==> config.mk <==
export PLATFORM = sky130hd
export DESIGN_NAME = safe_bus_mux
export DESIGN_NICKNAME = d
export VERILOG_FILES = /design/src/rtl/safe_bus_mux.sv
export SDC_FILE = /design/constraint.sdc
export NUM_CORES = 1
export LEC_CHECK = 0
export ABC_AREA = 0
export BUFFER_PORTS_ARGS = -buffer_cell sky130_fd_sc_hd__buf_2
export CORE_AREA = 2 2 251 253
export CTS_CLUSTER_DIAMETER = 80
export CTS_CLUSTER_SIZE = 28
export DETAILED_ROUTE_END_ITERATION = 8
export DIE_AREA = 0 0 253 255
export PLACE_DENSITY = 0.45
export SYNTH_ARGS = -nofsm -noshare
export SYNTH_HDL_FRONTEND = slang
export SYNTH_SLANG_ARGS = --single-unit
==> constraint.sdc <==
create_clock -name clk_i -period 4.18 [get_ports clk_i]
set_input_delay 0.836 -clock clk_i [delete_from_list [all_inputs] [get_ports clk_i]]
set_output_delay 0.836 -clock clk_i [all_outputs]
set_load 0.03 [all_outputs]
==> src/rtl/safe_bus_mux.sv <==
// Hart-to-bus OBI mux with INDEP/DMR/TMR lockstep modes, drain-before-switch mode control
// and registered mismatch flags. Define SAFE_BUS_MUX_ERR_CNT_EN to build the mismatch error counter.
package safe_bus_mux_pkg;
  typedef struct packed {
    logic        req;
    logic        we;
    logic [3:0]  be;
    logic [31:0] addr;
    logic [31:0] wdata;
  } obi_req_t;

  typedef struct packed {
    logic        gnt;
    logic        rvalid;
    logic [31:0] rdata;
  } obi_resp_t;

  typedef enum logic [1:0] {
    MODE_INDEP = 2'b00,
    MODE_DMR   = 2'b01,
    MODE_TMR   = 2'b10,
    MODE_ILL   = 2'b11
  } mode_e;
endpackage

// state  | meaning
// RUN    | normal traffic, mode requests accepted
// DRAIN  | new requests blocked, waiting for every outstanding response
// SWITCH | load the pending mode and acknowledge
module safe_bus_mux
  import safe_bus_mux_pkg::*;
#(
  parameter int NHARTS    = 3,
  parameter int MAX_OUTST = 4,
  parameter int ERR_CNT_W = 8
) (
  input  logic                     clk_i,
  input  logic                     rst_ni,
  input  obi_req_t  [NHARTS-1:0]   core_req_i,
  output obi_resp_t [NHARTS-1:0]   core_resp_o,
  output obi_req_t  [NHARTS-1:0]   bus_req_o,
  input  obi_resp_t [NHARTS-1:0]   bus_resp_i,
  input  logic [1:0]               mode_req_i,
  input  logic                     mode_req_valid_i,
  output logic                     mode_ack_o,
  output logic                     mode_err_o,
  output logic [1:0]               mode_o,
  output logic                     mismatch_o,
  output logic [NHARTS-1:0]        mismatch_mask_o,
  output logic [ERR_CNT_W-1:0]     err_count_o,
  input  logic                     err_clear_i
);

  localparam int CNT_W = $clog2(MAX_OUTST + 1);
  localparam logic [CNT_W-1:0] CNT_MAX = CNT_W'(MAX_OUTST);

  typedef enum logic [1:0] {
    ST_RUN    = 2'b00,
    ST_DRAIN  = 2'b01,
    ST_SWITCH = 2'b10
  } state_e;

  state_e           state_q, state_d;
  logic [1:0]       mode_q, mode_d;
  logic [1:0]       pend_q, pend_d;
  logic             ack_q, ack_d;
  logic             err_q, err_d;
  logic             mis_q, mis_d;
  logic [NHARTS-1:0] mask_q, mask_d;
  logic [CNT_W-1:0] cnt_q [NHARTS];
  logic [CNT_W-1:0] cnt_d [NHARTS];

  logic [NHARTS-1:0] part;
  logic [NHARTS-1:0] blocked;
  logic [NHARTS-1:0] diff;
  logic [NHARTS-1:0] inc;
  logic [NHARTS-1:0] dec;
  logic              any_req;
  logic              all_idle;
  logic              mode_illegal;
  obi_req_t          maj_req;
  obi_req_t          lock_req;

  if (NHARTS >= 3) begin : g_maj
    assign maj_req = (core_req_i[0] & core_req_i[1]) |
                     (core_req_i[0] & core_req_i[2]) |
                     (core_req_i[1] & core_req_i[2]);
  end else begin : g_no_maj
    assign maj_req = core_req_i[0];
  end

  assign lock_req = (mode_q == MODE_TMR) ? maj_req : core_req_i[0];

  always_comb begin
    part    = '0;
    blocked = '0;
    for (int i = 0; i < NHARTS; i++) begin
      part[i]    = ((mode_q == MODE_DMR) && (i < 2)) || ((mode_q == MODE_TMR) && (i < 3));
      blocked[i] = (state_q != ST_RUN) || (cnt_q[i] == CNT_MAX);
    end
  end

  // Participating harts share port 0; the other participating bus ports stay idle.
  always_comb begin
    for (int i = 0; i < NHARTS; i++) begin
      bus_req_o[i]   = core_req_i[i];
      core_resp_o[i] = bus_resp_i[i];
      if (part[i]) begin
        bus_req_o[i]       = (i == 0) ? lock_req : '0;
        core_resp_o[i]     = bus_resp_i[0];
        core_resp_o[i].gnt = bus_resp_i[0].gnt & ~blocked[0];
      end else begin
        core_resp_o[i].gnt = bus_resp_i[i].gnt & ~blocked[i];
      end
      bus_req_o[i].req = bus_req_o[i].req & ~blocked[i];
    end
  end

  always_comb begin
    inc      = '0;
    dec      = '0;
    all_idle = 1'b1;
    for (int i = 0; i < NHARTS; i++) begin
      inc[i]   = bus_req_o[i].req & bus_resp_i[i].gnt;
      dec[i]   = bus_resp_i[i].rvalid && (cnt_q[i] != '0);
      cnt_d[i] = cnt_q[i];
      if (inc[i] && !dec[i]) begin
        cnt_d[i] = cnt_q[i] + CNT_W'(1);
      end else if (dec[i] && !inc[i]) begin
        cnt_d[i] = cnt_q[i] - CNT_W'(1);
      end
      if (cnt_q[i] != '0) begin
        all_idle = 1'b0;
      end
    end
  end

  always_comb begin
    any_req = 1'b0;
    diff    = '0;
    for (int i = 0; i < NHARTS; i++) begin
      if (part[i]) begin
        any_req = any_req | core_req_i[i].req;
        diff[i] = (core_req_i[i] != lock_req);
      end
    end
    mis_d  = any_req && (|diff);
    mask_d = '0;
    if (mis_d) begin
      mask_d = (mode_q == MODE_TMR) ? diff : NHARTS'(2'b11);
    end
  end

  assign mode_illegal = (mode_req_i == MODE_ILL) || ((mode_req_i == MODE_TMR) && (NHARTS < 3));

  always_comb begin
    state_d = state_q;
    mode_d  = mode_q;
    pend_d  = pend_q;
    ack_d   = 1'b0;
    err_d   = 1'b0;
    case (state_q)
      ST_RUN: begin
        if (mode_req_valid_i) begin
          if (mode_illegal) begin
            err_d = 1'b1;
          end else if (mode_req_i == mode_q) begin
            ack_d = 1'b1;
          end else begin
            pend_d  = mode_req_i;
            state_d = ST_DRAIN;
          end
        end
      end
      ST_DRAIN: begin
        if (all_idle) begin
          state_d = ST_SWITCH;
        end
      end
      ST_SWITCH: begin
        mode_d  = pend_q;
        ack_d   = 1'b1;
        state_d = ST_RUN;
      end
      default: state_d = ST_RUN;
    endcase
  end

  always_ff @(posedge clk_i or negedge rst_ni) begin
    if (!rst_ni) begin
      state_q <= ST_RUN;
      mode_q  <= MODE_INDEP;
      pend_q  <= MODE_INDEP;
      ack_q   <= 1'b0;
      err_q   <= 1'b0;
      mis_q   <= 1'b0;
      mask_q  <= '0;
      for (int i = 0; i < NHARTS; i++) begin
        cnt_q[i] <= '0;
      end
    end else begin
      state_q <= state_d;
      mode_q  <= mode_d;
      pend_q  <= pend_d;
      ack_q   <= ack_d;
      err_q   <= err_d;
      mis_q   <= mis_d;
      mask_q  <= mask_d;
      for (int i = 0; i < NHARTS; i++) begin
        cnt_q[i] <= cnt_d[i];
      end
    end
  end

`ifdef SAFE_BUS_MUX_ERR_CNT_EN
  logic [ERR_CNT_W-1:0] errc_q, errc_d;

  // Clear wins over a same-cycle mismatch; the count saturates at all-ones.
  always_comb begin
    errc_d = errc_q;
    if (err_clear_i) begin
      errc_d = '0;
    end else if (mis_d && (errc_q != '1)) begin
      errc_d = errc_q + ERR_CNT_W'(1);
    end
  end

  always_ff @(posedge clk_i or negedge rst_ni) begin
    if (!rst_ni) begin
      errc_q <= '0;
    end else begin
      errc_q <= errc_d;
    end
  end

  assign err_count_o = errc_q;
`else
  logic unused_err_clear;
  assign unused_err_clear = err_clear_i;
  assign err_count_o      = '0;
`endif

  assign mode_o          = mode_q;
  assign mode_ack_o      = ack_q;
  assign mode_err_o      = err_q;
  assign mismatch_o      = mis_q;
  assign mismatch_mask_o = mask_q;

endmodule

==> metrics.md <==
| Metric | Value |
|---|---|
| Post_cts resized | 0 |
| Final period util | between 80% and 90% |
| WP buf/inv | 4 |
| Worst Max-Slew Pin Slew | between 900 and 1000 ps |
| Clock tree root driver cell | clkbuf_16 |
| WL per Instance | approximately 31 um |
| Syn. warnings | 0 |
| Netlist cell types | 73 |
| Area grow syn2layout | 42.45% |
| Floorplan Core Area | about 62000 sq um |
| Post-route ant nets | 0 |
| RSZ-0062 raised after global routing | false |
| Worst-skew pair later-pin latency | roughly 250 ps |
| Post-synth ARST share | 100.0% |
| Clock skew | roughly 2.3 ps |
| Final WL | 86.56 mm |
| Clock sink total | 21 |
| Initial antenna violation count | 14 |
| Synth cell count leaders | o21ai_0 (165), inv_1 (124), nor2b_1 (111), a21oi_1 (105), nand2_1 (82) |
| Crit-path cells | inv_1, ha_4, inv_1, buf_4, o211a_1, or4_1, nor3_1, nand4_1, o311ai_0, buf_4, o211ai_1 |
| Vias in the first global route | about 13000 |
| Area of the multi-input gates | just under 8000 sq um |
| First-pass GRT wire length | approximately 110 mm |
| Via count | 14080 |
| P_leak | ~6.1 nW |
| Initial Util | roughly 15% |
| Worst Setup Start Kind | register |
| Num CTS Buffers | 3 |
| Hold-fix buffers, CTS | 0 |
| Register area | around 530 sq um |
| Setup TNS | 0 ps |
| EDFF count, synth | 0 |
| Share of cells above drive strength 1 | between 30% and 40% |
| Post-Synthesis Cells | roughly 1400 |
| Power Density | 246.4 nW/um^2 |
| CP Class | register to register |
| Post-CTS Setup Bufs | 0 |
| H-tree depth | 1 |
| Synthesized flop and latch total | 21 |
| FF-to-FF End | mismatch_o$_DFF_PN0_ |
| Router iterations before antenna repair | 5 |
| # setup viols final | 0 |
| Most frequent cell after synthesis | o21ai_0 |
| Filler instances | around 7300 |
| Fin. Hold Viols | 0 |
| Final Max Tran Viols | 0 |
| DIE HEIGHT | 255 um |
| Max-Cap Viols | 0 |
| R2R Path Start | mode_o[0]$_DFFE_PN0P_ |
| R2R depth | 11 |
| Largest net degree at the start of global routing | ~60 |
| Delay-heaviest family, CP | simple AND/OR/NAND/NOR gates |
| Post-layout min period | between 3000 and 4000 ps |
| Slew headroom | between 30 and 40% |
| PortBufs | between 600 and 700 |
| Hold slack final | between 400 and 500 ps |
| Hold Startpoint | cnt_q[8]$_DFFE_PN0P_ |
| DRT iter0 DRCs | approximately 1300 |
| Seq/Total Area, Yosys | between 5 and 6% |
| CTS tree | yes |
| VDD IR-drop max | ~0.00021 V |
| Critical Path RT | 4310 ps |
| Die area | 64520 sq um |
| Max Freq | 0.2699 GHz |
| DP HPWL | approximately 76 mm |
| Clock Pin Slew Worst Setup and Hold Paths | roughly 60 ps |
| Critical-path top delay cell | o311ai_0 |
| Layout Nets | about 2300 |
| Post-synth top flop | dfrtp_1 |
| Drt drc | 0 |
| Hold path endpoint | cnt_q[8]$_DFFE_PN0P_ |
| CP max FO | 14 |
| GRT Total Usage | 25.25% |
| Post-synth top area cell | o21ai_0 |
| Site row count | between 90 and 100 |
| Max Buffers Root-to-Sink | 2 |
| Avg Cell Area, Syn | ~6.4 sq um |
| Main area contributors after synthesis | o21ai_0 (8.9%), mux2_2 (8.7%), nor2b_1 (7.4%), a21oi_1 (5.6%), dfrtp_1 (5.6%) |
| Setup slack, reg-to-reg | about 470 ps |
| Io pins | 646 |
| Critical Path Max Stage Delay | 580 ps |
| Crit end category | register |
| Drt via density | between 5 and 6 |
| RD Place Congestion | 1.024 |
| Worst Hold Class | register to register |
| Hold path cells | 1 |
| Die X | between 200 and 300 um |
| Status | completed |
| Congestion Overflow GR | 0 |
| Top cell type's share of synthesized area | under 10% |
| CP arrival | between 3000 and 4000 ps |
| Cell Area, Synth | around 9300 sq um |
## kinds of logic (layout without fill, tap and decap cells)
group | Yosys count | after routing | share of synthesized area [%]
AND/OR/NAND/NOR | 575 | 575 | 35.67
AO/OA/AOI/OAI | 444 | 444 | 30.18
buffers and inverters | 260 | 792 | 12.18
multiplexers | 81 | 81 | 9.662
XOR/XNOR | 58 | 58 | 5.448
flip-flops | 21 | 21 | 5.636
adder cells (fa/ha/maj) | 7 | 7 | 1.181
other | 1 | 14 | 0.04022
## worst max-delay path by stage
| stage | start | to | slack [ps] | depth (start not counted) |
|---|---|---|---|---|
| after floorplan | mode_o[1]$_DFFE_PN0P_ | bus_req_o[14] | 690 | 8 |
| after global placement | core_req_i[166] | mismatch_o$_DFF_PN0_ | 620 | 9 |
| after detailed placement | mode_o[0]$_DFFE_PN0P_ | mismatch_o$_DFF_PN0_ | 630 | 11 |
| after CTS | mode_o[0]$_DFFE_PN0P_ | bus_req_o[56] | 490 | 8 |
| after global routing | mode_o[0]$_DFFE_PN0P_ | bus_req_o[1] | 390 | 8 |
| final | mode_o[0]$_DFFE_PN0P_ | mismatch_o$_DFF_PN0_ | 470 | 11 |
## final cells by class
cell class	count	area share [%]
tap	799	7.527
antenna	6	0.1130
clock buffer	3	0.5652
sequential	21	3.957
timing repair buffer	663	26.21
multi-input combinational	1173	58.06
inverter	125	3.533
clock inverter	1	0.03768
## report_power, final
part           total [mW]  internal (mW)  switching [mW]
clock network       0.209          0.129          0.0808
logic                2.72          0.837            1.88
registers           0.344          0.274          0.0705
## per-layer routing
metal,part of all wire [%],GRT usage (%)
met1,38,29.14
met2,50,46.37
met3,7.3,3.956
met4,4.4,10.14
met5,0.092,0
## worst register-to-register path, stage by stage (launching register included)
cell and delay [ps]:
dfrtp_1 430, inv_1 160, ha_4 290, inv_1 330, buf_4 280, o211a_1 220, or4_1 570, nor3_1 220
nand4_1 210, o311ai_0 580, buf_4 220, o211ai_1 80
## state kept, by name, indices dropped and copies added (netlist names)
name             flops
state_q              2
cnt_q                9
mismatch_mask_o      3
mismatch_o           1
mode_err_o           1
mode_ack_o           1
mode_o               2
pend_q               2
## placed cells by master (no fill, tap or decap), types with 17 or more instances in the layout
cell       instances
dfrtp_1           21
o21ai_0          165
o22ai_1           27
inv_1            124
xnor2_1           33
nand4_1           19
buf_4             23
buf_2            633
nand2_1           82
nor2b_1          111
nor4_1            30
nor2_1            65
and2_1            75
a32oi_1           18
o2111ai_1         17
a2111oi_0         22
a21oi_1          105
nor3b_1           28
mux2_2            72
xor2_1            25
nand2b_1          72
nand3b_1          20
## stage by stage
step                total power [mW]  util [%]  area (sq um)  std cells  setup WS [ps]
floorplan                      1.938         -          9350       1454          687.5
global placement               3.054     21.21         13190       2781          623.1
detailed placement             3.050     21.21         13190       2781          626.6
CTS                            3.267     21.34         13270       2785          493.2
global route                   3.446     21.35         13270       2788          393.8
finish                         3.273     21.37         13280       2791          474.6
No activity file was read; power rests on OpenSTA's default activity.
